==> config.mk <==
export PLATFORM = sky130hd
export DESIGN_NAME = base_acredit_snk
export DESIGN_NICKNAME = d
export VERILOG_FILES = /design/src/rtl/base_acredit_snk.sv
export SDC_FILE = /design/constraint.sdc
export NUM_CORES = 1
export LEC_CHECK = 0
export BUFFER_PORTS_ARGS = -buffer_cell sky130_fd_sc_hd__buf_2
export CAP_MARGIN = 15
export CORE_MARGIN = 2
export CORE_UTILIZATION = 55
export DETAILED_ROUTE_END_ITERATION = 10
export PLACE_DENSITY = 0.76
export SYNTH_ARGS = -nofsm -noshare
export SYNTH_HDL_FRONTEND = slang
export SYNTH_SLANG_ARGS = --single-unit
==> constraint.sdc <==
create_clock -name clk -period 4.8 [get_ports clk]
set_input_delay 1.44 -clock clk [delete_from_list [all_inputs] [get_ports clk]]
set_output_delay 1.44 -clock clk [all_outputs]
set_load 0.005 [all_outputs]
==> src/rtl/base_acredit_snk.sv <==
// base_acredit_snk -- receive side of a credit-based link.
//
// Beats arrive on i_v/i_d with no back-pressure. The transmitter holds
// 'depth' credits after reset and spends one per beat. Accepted beats are
// buffered in a circular FIFO and presented downstream on registered
// o_v/o_d. One i_crd pulse is returned the cycle after each pop.
//
// Handshake: downstream transfer happens on a rising edge where
// o_v=1 and o_r=1 (pop). o_d is held stable while o_v=1 and o_r=0. A beat
// arriving while the FIFO is full and no pop is happening is discarded,
// and no credit is ever returned for it.
//
// Optional feature: define BASE_ACREDIT_SNK_OVF_CHECK_EN to make o_err a
// sticky overflow flag. Without it o_err is tied to 0 and the detection
// logic is absent. Discard behaviour is the same in both builds.
//
// Data vectors are declared [0:N-1] so that bit 0 is the MSB.

module base_acredit_snk #(
    parameter int width     = 1,
    parameter int del_width = 0,
    parameter int depth     = 4
) (
    input  logic                          clk,
    input  logic                          reset,
    input  logic                          i_v,
    input  logic [0:width+del_width-1]    i_d,
    output logic                          i_crd,
    output logic                          o_v,
    output logic [0:width+del_width-1]    o_d,
    input  logic                          o_r,
    output logic                          o_err
);

    localparam int DW = width + del_width;
    localparam int AW = $clog2(depth);
    localparam int CW = AW + 1;

    // Storage and bookkeeping state
    logic [0:DW-1]   r_mem [depth];
    logic [AW-1:0]   r_rd;
    logic [AW-1:0]   r_wr;
    logic [CW-1:0]   r_cnt;
    logic            r_ov;
    logic [0:DW-1]   r_od;
    logic            r_crd;

    // Per-cycle decisions
    logic            w_pop;
    logic            w_full;
    logic            w_push;
    logic [AW-1:0]   w_rd_nxt;
    logic [AW-1:0]   w_wr_nxt;
    logic [CW-1:0]   w_cnt_nxt;
    logic [0:DW-1]   w_head_nxt;

    assign w_pop  = r_ov & o_r;
    assign w_full = (r_cnt == CW'(depth));
    // A full FIFO can still take a beat when the head leaves in the same cycle.
    assign w_push = i_v & (~w_full | w_pop);

    // Next pointers, occupancy and the entry that will be at the head
    always_comb begin
        w_rd_nxt   = r_rd;
        w_wr_nxt   = r_wr;
        w_cnt_nxt  = r_cnt;
        w_head_nxt = r_mem[r_rd];
        if (w_pop) begin
            w_rd_nxt = r_rd + AW'(1);
        end
        if (w_push) begin
            w_wr_nxt = r_wr + AW'(1);
        end
        case ({w_push, w_pop})
            2'b10:   w_cnt_nxt = r_cnt + CW'(1);
            2'b01:   w_cnt_nxt = r_cnt - CW'(1);
            default: w_cnt_nxt = r_cnt;
        endcase
        // The write slot can only coincide with the new head when the
        // queue (after this cycle's pop) would otherwise be empty, so in
        // that case the incoming beat bypasses straight to the output.
        if (w_push && (r_wr == w_rd_nxt)) begin
            w_head_nxt = i_d;
        end else begin
            w_head_nxt = r_mem[w_rd_nxt];
        end
    end

    // Buffer write; no reset needed since occupancy gates every read
    always_ff @(posedge clk) begin
        if (reset && w_push) begin
            r_mem[r_wr] <= i_d;
        end
    end

    // Pointers, count, registered head, and credit pulse
    always_ff @(posedge clk) begin
        if (!reset) begin
            r_rd  <= '0;
            r_wr  <= '0;
            r_cnt <= '0;
            r_ov  <= 1'b0;
            r_od  <= '0;
            r_crd <= 1'b0;
        end else begin
            r_rd  <= w_rd_nxt;
            r_wr  <= w_wr_nxt;
            r_cnt <= w_cnt_nxt;
            r_ov  <= (w_cnt_nxt != '0);
            // Hold the last value when going empty to avoid needless toggling.
            if (w_cnt_nxt != '0) begin
                r_od <= w_head_nxt;
            end
            r_crd <= w_pop;
        end
    end

    assign o_v   = r_ov;
    assign o_d   = r_od;
    assign i_crd = r_crd;

`ifdef BASE_ACREDIT_SNK_OVF_CHECK_EN
    logic w_ovf;
    logic r_err;

    assign w_ovf = i_v & w_full & ~w_pop;

    // Sticky overflow flag, cleared only by reset
    always_ff @(posedge clk) begin
        if (!reset) begin
            r_err <= 1'b0;
        end else if (w_ovf) begin
            r_err <= 1'b1;
        end
    end

    assign o_err = r_err;
`else
    assign o_err = 1'b0;
`endif

endmodule

Yosys cells after proc, flatten, opt, wreduce, memory -nomap -nowiden
Memories as Yosys holds them, arrays and structs flattened. A register that Yosys moved wholly into a read port is not among the register bits.
Cells that the tools add are included.
{"block": "op_classes", "n_addsub": 4, "n_eq_ne": 3, "n_mux": 4, "bitwise_logic": 4, "reduce_logical": 3}
{"op": "one-hot mux 3 bit (2 select lines)", "count": 1}
{"op": "adder 2 x 1 -> 2 bit, second input constant", "count": 2}
{"op": "adder 3 x 1 -> 3 bit, second input constant", "count": 1}
{"op": "equality test 3 bit, second input constant", "count": 1}
{"op": "nonzero test 3 bit", "count": 1}
{"op": "subtractor 3 x 1 -> 3 bit, second input constant", "count": 1}
{"op": "bitwise AND 1 bit", "count": 2}
{"op": "equality test 2 x 1 -> 1 bit, second input constant", "count": 1}
{"op": "equality test 2 bit, second input constant", "count": 1}
{"op": "2-to-1 mux 1 bit", "count": 2}
{"op": "2-to-1 mux 2 bit", "count": 1}
{"op": "logical AND 1 bit", "count": 1}
{"op": "zero test 1 bit", "count": 1}
{"op": "NOT 1 bit", "count": 1}
{"op": "OR 1 bit", "count": 1}
{"block": "word_totals", "ff_bits": 9, "mem_bits_rw": 4, "in_bits": 5, "output_inout_bits": 4, "word_cells": 24, "mem_count": 1}
{"memory": "r_mem", "depth": 4, "width": 1, "read_ports": 1, "rd_ports_with_merged_regs": 1, "wr": 1, "line_no": "40", "text": "logic [0:DW-1] r_mem [depth];"}

Logic depth before layout (Yosys ltp)
Gate-level depths: netlist (run 1).
{"block": "depth", "word_depth": 7, "mapped_depth": 10, "depth_no_buf": 9}

Worst setup path before layout (run 1)
No wires, ideal clock.
{"block": "synth_path", "path_kind": "input port to flip-flop", "startpoint": "in o_r", "endpoint": "reg r_od, in the netlist o_d, read port of r_mem", "setup_ps": 70, "arrival_time_ps": 3161, "setup_slack_ps": 1569, "cell_stages": 10, "path_cell_list": "buf_4 > nand2_2 > nor2_1 > inv_1 > fa_1 > a21boi_0 > a221o_2 > a41oi_1 > o21ai_0 > a21oi_1"}
{"block": "synth_between", "elab_chain_cells": 6}
{"item": "start: declaration", "line_no": "31", "text": "input logic o_r,"}
{"item": "bitwise AND 1 bit *", "line_no": "57", "text": "assign w_pop = r_ov & o_r;"}
{"item": "OR 1 bit", "line_no": "60", "text": "assign w_push = i_v & (~w_full | w_pop);"}
{"item": "bitwise AND 1 bit", "line_no": "60"}
{"item": "equality test 2 x 1 -> 1 bit or equality test 2 bit (tied branches)", "line_no": "74", "text": "case ({w_push, w_pop})"}
{"item": "one-hot mux 3 bit (2 select lines)", "line_no": "74"}
{"item": "nonzero test 3 bit", "line_no": "111", "text": "if (w_cnt_nxt != '0) begin"}
{"item": "end: declaration", "line_no": "45", "text": "logic [0:DW-1] r_od;"}
Mark *: on every way between the ends. The rest lies on a longest branch, timed or not.
A chain may end at the register's enable or synchronous reset.

Final worst setup path (run 1)
Same ends and word-level chain as after synthesis.

==> impl_metrics.yaml, run 1 <==
detailed_routing:
  drc: 0
  via_per_inst: 5.943
  wl_per_cell_um: 14.03
  routed-via-count: 630
  ant_nets: 0
  wl_um: 1487
  first_pass_iters: 4
  drt_first_iter_violations: 10
layout:
  area_growth_pct: 5.390
  diodes: 0
  fillers: 134
  stdcell_area_sq_um: 929.6
  fin_util_pct: 61.71
  multi_input_area_sq_um: 505.5
  fin_nets: 101
  layout-drive-gt1-share_pct: 25.56
  seq_area_sq_um: 320.3
  fin_cells: 106
timing:
  fin_tns_setup_ps: 0
  postLayoutSetupSlackWorst_ps: 1537
  period_minus_slack_ps: 3263
  setup_viol: 0
  drv_slew: 0
  rsz0062_at_grt: "no"
  finalCritPeriodShare_pct: 67.99
  fmax_mhz: 306.4
  fin_skew_ps: 3.083
  finalHoldViolations: 0
  hold-worst-slack_ps: 552.9
clock_tree:
  clock_path_buffers: 2
  htreeDepth: 1
  clk-insertion-delay-late_ps: 280
  cts_sinks: 14
  postCtsSetupBuffers: 0
  cts_tree: "yes"
  postCtsResizedCells: 0
  cts_buffers: 3
  ctsHoldBuffers: 0
  clkTransAtPathRegs_ps: 80
  root_buffer: "clkbuf_4"
pwr:
  leakagePower_nw: 0.3888
  p_per_area_nw_per_um2: 326.3
  finalPower_uw: 303.4
  peakVddDrop_v: 0.0002446
setup_path:
  critPathCaptureType: "flip-flop"
  r2r_cells: 9
  critPathKind: "primary input to flip-flop"
  worstPathMaxFanout: 10
  required_ps: 5020
  start_kind: "primary input"
  cp.arrival_ps: 3480
worst_hold_path:
  whs_path_depth: 2
  hold_class: "flip-flop to flip-flop"
placed_design:
  place_ws_ps: 1226
  dpl.cell_count: 102
  dp_hpwl_um: 1134
  place_area_sq_um: 903.4
  portBuffers: 7
  place.gp.congestion: 0.7669
synthesis:
  synth_nets: 94
  async_flop_share_pct: 0
  synth_warnings: 0
  synth_edf_count: 4
  netlist_area_sq_um: 882.1
  ys_seq_area_share_pct: 36.31
  ys_types: 42
  synth_ff_type: "dfxtp_1"
  avgSynthCellArea_sq_um: 10.50
  ys_ff_latch: 14
  postSynthCellCount: 84
global_routing:
  antenna_found_initial: 0
  grt_max_degree: 16
  overflow: 0
  grt_usage_pct: 17.19
  grt_pass1_vias: 580
  grt_pass1_wl_um: 2408
floorplanning:
  chipWidth_um: 44.05
  rows: 14
  die_h_um: 44.05
  initial_core_util_pct: 58.55
  fp.dieArea_sq_um: 1940
  ios: 9
  core_sq_um: 1506
outcome:
  status: "finished clean"
flow_run:
  maxCapViolations: 0
power by group:
part	leakage (nW)	internal (mW)	switching (mW)	total [mW]
registers	0.119	0.135	0.0153	0.150
logic	0.255	0.0423	0.0439	0.0862
clock network	0.0154	0.0302	0.0366	0.0668
sequential cells by signal, indices dropped and copies added, names as in the netlist:
| signal | flops |
|---|---|
| r_mem | 4 |
| r_wr | 2 |
| o_v | 1 |
| r_rd | 2 |
| o_d | 1 |
| i_crd | 1 |
| r_cnt | 3 |
kinds of logic (layout without fill, tap and decap cells):
family | after synthesis | in the layout | share of synthesized area [%]
AO/OA/AOI/OAI | 19 | 19 | 19.43
multiplexers | 6 | 6 | 9.219
AND/OR/NAND/NOR | 24 | 24 | 16.31
other | 1 | 1 | 0.4251
adder cells (fa/ha/maj) | 5 | 5 | 7.944
buffers and inverters | 11 | 17 | 6.383
flip-flops | 14 | 14 | 36.31
XOR/XNOR | 4 | 4 | 3.972
worst max-delay path: stages:
cell,delay (ps)
buf_2,180
nand2_2,130
nor2_1,160
inv_1,70
fa_1,430
a21boi_0,160
a221o_2,350
a41oi_1,320
o21ai_0,120
a21oi_1,120
synth_stat cells (2+ instances only):
| cell | count | share of area (%) |
|---|---|---|
| edfxtp_1 | 4 | 14 |
| ha_1 | 4 | 5.7 |
| and2_1 | 5 | 3.5 |
| xnor2_1 | 3 | 3.0 |
| nand3_1 | 2 | 1.1 |
| and3_1 | 4 | 2.8 |
| a21oi_1 | 2 | 1.1 |
| buf_4 | 2 | 1.7 |
| dfxtp_1 | 10 | 23 |
| inv_1 | 6 | 2.6 |
| mux2_2 | 3 | 3.8 |
| clkbuf_1 | 2 | 0.85 |
| a21boi_0 | 3 | 2.6 |
| o21ai_0 | 3 | 1.7 |
| nor2_1 | 4 | 1.7 |
area by class of cell:
type	instances	share of cell area [%]
tap	16	2.153
clock inverter	1	0.4038
multi-input combinational	59	54.37
clock buffer	3	2.423
inverter	6	2.423
sequential	14	34.45
timing repair buffer	7	3.769
cell usage in the layout, fill, tap and decap left out, drive strengths merged, types with 2 or more instances in the layout:
cell | netlist | layout
a21boi | 3 | 3
a21o | 2 | 2
a21oi | 2 | 2
a41oi | 2 | 2
and2 | 6 | 6
and3 | 5 | 5
buf | 3 | 7
clkbuf | 2 | 3
dfxtp | 10 | 10
edfxtp | 4 | 4
ha | 4 | 4
inv | 6 | 6
mux2 | 4 | 4
nand2 | 2 | 2
nand3 | 2 | 2
nor2 | 4 | 4
o21ai | 3 | 3
o311ai | 2 | 2
xnor2 | 3 | 3
path summary, 6_finish.rpt:
| check | from | end | slack [ps] |
|---|---|---|---|
| max | o_r | o_d$_SDFFE_PN0P_ | 1540 |
| min | o_d$_SDFFE_PN0P_ | o_d$_SDFFE_PN0P_ | 550 |
| max reg2reg | o_v$_SDFF_PN0_ | o_d$_SDFFE_PN0P_ | 2300 |
| min reg2reg | o_d$_SDFFE_PN0P_ | o_d$_SDFFE_PN0P_ | 550 |
routing by layer:
layer | global-route usage, % | vias up | part of all wire [%]
met1 | 21.35 | 295 | 47
met5 | 0 | - | 0
met2 | 27.94 | 13 | 46
met4 | 10.91 | 0 | 2.6
met3 | 2.449 | 4 | 5.0
li1 | - | 318 | -
Note: power is estimated with default switching activity, not from simulation.
==> run 2, diff against run 1 <==
ABC_AREA = 1   (was not set)
CORE_UTILIZATION = 49   (was 55)
PLACE_DENSITY = 0.72   (was 0.76)
clock period = 2.9 ns   (was 4.8 ns; I/O delays follow)
==> run 2 against run 1 <==
  * Clock power grew 68%
  * Combinational power grew 46%
  * Register-to-register slack lost 1200 ps
  * Area after synthesis shrank 12%
  * Setup slack lost 730 ps
  * First-iteration DRC count shrank 20%
  * Critical path type unchanged
  * Routed wire length shrank 12%
  * Utilization shrank 4.5 points
  * Sequential share of layout area grew 3.1 points
==> impl_metrics.yaml, run 2 <==
synthesis:
  synth_compound_area_share_pct: 2.572
  synthMuxAreaShare_pct: 0
  synthXorXnorAreaFrac_pct: 0
  synth_edf_count: 4
  synth_warnings: 0
  netlist_area_sq_um: 778.2
  synthTopCellsByArea: "dfxtp_1 (26%), edfxtp_1 (15%), nand2_1 (14%), inv_1 (9.2%), nand3_1 (7.7%)"
  yosys.area.top_type: "dfxtp_1"
  ys_types: 18
  synth_top_family_by_area: "simple AND/OR/NAND/NOR gates"
  async_flop_share_pct: 0
  synth-simple-area-share_pct: 36.66
  netlist.area_leader.share_pct: 25.72
  postSynthCellCount: 108
  ys_ff_latch: 14
  ys_seq_area_share_pct: 41.16
  avgSynthCellArea_sq_um: 7.206
  synth-adder-area-share_pct: 9.003
  synth_nets: 118
  synth_ff_type: "dfxtp_1"
  synthTopCellsByCount: "nand2_1 (28), inv_1 (19), nor2_1 (16)"
  yosysMostFrequentCell: "nand2_1"
timing:
  fin_tns_setup_ps: 0
  setup_viol: 0
  fin_skew_ps: 1.066
  rsz0062_at_grt: "no"
  finalHoldViolations: 0
  drv_slew: 0
  fmax_mhz: 476.7
  period_minus_slack_ps: 2098
  finalCritPeriodShare_pct: 72.34
  postLayoutSetupSlackWorst_ps: 802.1
layout:
  final_cell_mix: "nand2_1 (28), inv_1 (19), nor2_1 (16)"
  fin_nets: 129
  largest_reg_flops: 4
  top_register: "r_mem"
  layout-drive-gt1-share_pct: 11.86
  layout_commonest_cell: "nand2_1"
  area_growth_pct: 9.486
  stdcell_area_sq_um: 852.1
  largestRegisters: "r_mem: 4 flops, r_cnt: 3 flops"
  diodes: 0
setup_path:
  cp_cell_sequence: "buf_2, inv_1, nand3_1, fa_1, inv_1, nand4_1, nand2_1, nand2_1, nand2_1, inv_1, nor2_1, nor2_1, nor2_1"
  r2r_start: "o_v$_SDFF_PN0_"
  cp_num_buf_inv: 4
  required_ps: 3120
  timing.rr.end: "o_d$_SDFFE_PN0P_"
  critPathCaptureType: "flip-flop"
  critPathKind: "primary input to flip-flop"
  endpoint: "o_d$_SDFFE_PN0P_"
  cp.arrival_ps: 2320
  r2r_cells: 11
  worstPathMaxFanout: 6
  start_kind: "primary input"
  crit_path_start: "i_v"
  cp_num_cells: 13
  cp_slowest_cell: "fa_1"
  critPathMaxStageDelay_ps: 430
  path_delay_family: "simple AND/OR/NAND/NOR gates"
  reg2reg_slack_ps: 1140
placed_design:
  place_area_sq_um: 825.8
  place_ws_ps: 521.3
  place.gp.congestion: 0.8534
  portBuffers: 7
  dp_hpwl_um: 1040
global_routing:
  grt_max_degree: 9
  grt_pass1_wl_um: 2201
  antenna_found_initial: 0
  grt_pass1_vias: 557
  grt_usage_pct: 15.81
  overflow: 0
detailed_routing:
  via_per_inst: 4.813
  drc: 0
  routed-via-count: 645
  drt_first_iter_violations: 8
  wl_per_cell_um: 9.761
  wl_um: 1308
  first_pass_iters: 4
  ant_nets: 0
pwr:
  peakVddDrop_v: 0.0003807
  finalPower_uw: 475.2
  p_per_area_nw_per_um2: 557.7
  leakagePower_nw: 0.4303
clock_tree:
  postCtsResizedCells: 0
  htreeDepth: 1
  ctsHoldBuffers: 0
  clk-insertion-delay-late_ps: 270
  root_buffer: "clkbuf_4"
  postCtsSetupBuffers: 0
  cts_tree: "yes"
  clkTransAtPathRegs_ps: 80
  cts_buffers: 3
  clock_path_buffers: 2
  cts_sinks: 14
floorplanning:
  rows: 14
  ios: 9
  fp.dieArea_sq_um: 1923
  die_h_um: 43.85
  initial_core_util_pct: 52.27
  core_sq_um: 1489
  chipWidth_um: 43.85
outcome:
  status: "finished clean"
worst_hold_path:
  hold_class: "flip-flop to flip-flop"
  whs_path_depth: 4
flow_run:
  maxCapViolations: 0
## run 2: changes by cell type after synthesis, sizes merged, moves of 4 or more
cell | before | now
and2 | 6 | 0
nand3 | 2 | 13
mux2 | 4 | 0
inv | 6 | 19
nor2 | 4 | 17
nand2 | 2 | 30
and3 | 5 | 0
## run 2: worst min path at each step
| stage | start | to | slack [ps] |
|---|---|---|---|
| 3_3_place_gp | o_d$_SDFFE_PN0P_ | o_d$_SDFFE_PN0P_ | 560 |
| 4_1_cts | o_d$_SDFFE_PN0P_ | o_d$_SDFFE_PN0P_ | 590 |
| 2_1_floorplan | r_cnt[0]$_SDFF_PN0_ | r_cnt[0]$_SDFF_PN0_ | 520 |
| 3_5_place_dp | r_cnt[0]$_SDFF_PN0_ | r_cnt[0]$_SDFF_PN0_ | 560 |
| 5_1_grt | o_d$_SDFFE_PN0P_ | o_d$_SDFFE_PN0P_ | 610 |
| 6_report | o_d$_SDFFE_PN0P_ | o_d$_SDFFE_PN0P_ | 580 |
## run 2: per-layer routing
layer | track usage, % | up-vias | wire length, um
met5 | 0 | - | 0
met4 | 9.091 | 0 | 30
met3 | 3.750 | 5 | 66
met2 | 22.65 | 12 | 521
met1 | 21.61 | 275 | 690
li1 | - | 353 | -
## run 2: worst min-delay path: cells and delay by family, from the launching register on
kind          cells  cell delay [ps]
flops             1              320
simple gates      3              170
buf+inv           1               50
## run 2: layout make-up
class / count / area [sq um]
inverters: 19 / 71.32
repair buffers: 7 / 35.03
multi-input cells: 74 / 379.1
clock buffers: 4 / 26.28
fillers: 151 / 636.9
well taps: 16 / 20.02
flip-flops and latches: 14 / 320.3
## run 2: power breakdown
group,leakage [nW],internal [mW],switching (mW),total [mW]
logic,0.296,0.0461,0.0798,0.126
clock network,0.0150,0.0534,0.0590,0.112
registers,0.119,0.221,0.0155,0.237
total,0.430,0.321,0.154,0.475
## run 2: cells by family (layout without fill, tap and decap cells)
family,after synthesis,count (layout)
adder cells (fa/ha/maj),5,5
AO/OA/AOI/OAI,4,4
buffers and inverters,20,30
AND/OR/NAND/NOR,64,64
other,1,1
flip-flops,14,14
## run 2: per-stage QoR
step	hold WS (ps)	utilization (%)	cells
2_1_floorplan	521.0	-	108
3_3_place_gp	565.0	55.46	130
3_5_place_dp	564.1	55.46	130
4_1_cts	585.1	57.23	134
5_1_grt	606.5	57.23	134
6_report	583.1	57.23	134
==> run 3, diff against run 2 <==
clock period = 1.8 ns   (was 2.9 ns; I/O delays follow)
==> run 3 against run 2 <==
  * Die area unchanged
  * Routed wire length rose by 9.1%
  * Combinational power increased by 87%
  * Clock power is 64% higher
  * Flip-flop and latch count unchanged
  * Utilization rose by 3.4 points
  * Via count up 3.3%
  * Critical path type unchanged
  * Clock-buffer cell count unchanged
==> impl_metrics.yaml, run 3 (synthesized netlist as in run 2, its figures left out) <==
outcome:
  status: "finished clean"
flow_run:
  maxCapViolations: 0
setup_path:
  cp_slowest_cell: "fa_2"
  required_ps: 2020
  cp_cell_sequence: "buf_2, inv_1, nand3_1, fa_2, inv_1, nand4_1, nand2_1, nand2_1, nand2_1, inv_1, nor2_2, nor2_1, nor2_1"
  critPathMaxStageDelay_ps: 350
  critPathKind: "primary input to flip-flop"
  critPathCaptureType: "flip-flop"
  cp.arrival_ps: 1830
  start_kind: "primary input"
  worstPathMaxFanout: 3
clock_tree:
  clock_path_buffers: 2
  root_buffer: "clkbuf_4"
  clk-insertion-delay-late_ps: 280
  ctsHoldBuffers: 0
  clkTransAtPathRegs_ps: 80
  postCtsResizedCells: 0
  cts_buffers: 3
  postCtsSetupBuffers: 0
  htreeDepth: 1
  cts_tree: "yes"
  cts_sinks: 14
placed_design:
  dp_hpwl_um: 1112
  place.gp.congestion: 0.8877
  portBuffers: 7
  place_area_sq_um: 870.8
  dpl.cell_count: 136
worst_hold_path:
  hold_class: "primary input to flip-flop"
layout:
  fin_nets: 135
  fillers: 135
  fin_util_pct: 60.59
  diodes: 0
  layout_commonest_cell: "nand2_1"
  area_growth_pct: 15.92
  stdcell_area_sq_um: 902.1
  fin_cells: 140
  final_cell_mix: "nand2_1 (28), inv_1 (19), nor2_1 (15)"
  largestRegisters: "r_mem: 4 flops, r_cnt: 3 flops"
  top_register: "r_mem"
  largest_reg_flops: 4
  layout-drive-gt1-share_pct: 17.74
floorplanning:
  rows: 14
  initial_core_util_pct: 52.27
  die_h_um: 43.85
  core_sq_um: 1489
  fp.dieArea_sq_um: 1923
  chipWidth_um: 43.85
  ios: 9
detailed_routing:
  drt_first_iter_violations: 18
  wl_per_cell_um: 10.19
  ant_nets: 0
  first_pass_iters: 4
  routed-via-count: 666
  drc: 0
  wl_um: 1427
  via_per_inst: 4.757
global_routing:
  grt_usage_pct: 17.61
  use_met2_pct: 23.53
  grt_max_degree: 9
  top_usage_layer: "met1"
  grt_pass1_vias: 572
  grt_pass1_wl_um: 2470
  grt_use_met1_pct: 26.30
  antenna_found_initial: 0
  met3_usage_pct: 3.750
  overflow: 0
timing:
  rsz0062_at_grt: "no"
  finalHoldViolations: 0
  fin_skew_ps: 2.433
  fmax_mhz: 622.1
  setup_viol: 0
  finalCritPeriodShare_pct: 89.30
  period_minus_slack_ps: 1607
  fin_tns_setup_ps: 0
  drv_slew: 0
pwr:
  leakagePower_nw: 0.4579
  peakVddDrop_v: 0.0005822
  p_per_area_nw_per_um2: 883.5
  finalPower_uw: 797.0
-- run 3: final timing paths --
path                       start            endpoint  cells past startpoint  slack (ps)
max                          i_v    o_d$_SDFFE_PN0P_                     13         190
min                          i_d  r_mem[2]$_DFFE_PP_                      1         490
max reg2reg  r_cnt[0]$_SDFF_PN0_    o_d$_SDFFE_PN0P_                     11         210
min reg2reg     o_d$_SDFFE_PN0P_    o_d$_SDFFE_PN0P_                      4         590
-- run 3: area by class of cell --
type | count | area, sq um | area share, %
Tap cell | 16 | 20.02 | 2.219
Multi-Input combinational cell | 74 | 384.1 | 42.58
Inverter | 19 | 71.32 | 7.906
Timing Repair Buffer | 13 | 80.08 | 8.877
Sequential cell | 14 | 320.3 | 35.51
Clock buffer | 4 | 26.28 | 2.913
-- run 3: stage by stage --
step | setup slack (ps) | hold slack, ps
after floorplan | 43.88 | 521.0
after global placement | -92.94 | 564.1
after detailed placement | -138.6 | 581.8
after CTS | 123.7 | 488.8
after global routing | 17.60 | 484.4
final | 192.6 | 494.8
-- run 3: power breakdown --
group	leakage (nW)	internal, mW	switching, mW
sequential	0.119	0.357	0.0217
combinational	0.324	0.0924	0.143
clock	0.0150	0.0860	0.0976
total	0.458	0.535	0.262
-- run 3: worst max-delay path, delay by kind of cell --
family        cells  cell delay [ps]
simple gates      8              660
fa+ha+maj         1              350
buf+inv           4              280
-- run 3: per-layer routing --
| layer | share of wire, % | vias up |
|---|---|---|
| li1 | - | 366 |
| met1 | 53 | 288 |
| met2 | 42 | 10 |
| met3 | 3.4 | 2 |
| met4 | 1.3 | 0 |
| met5 | 0 | - |
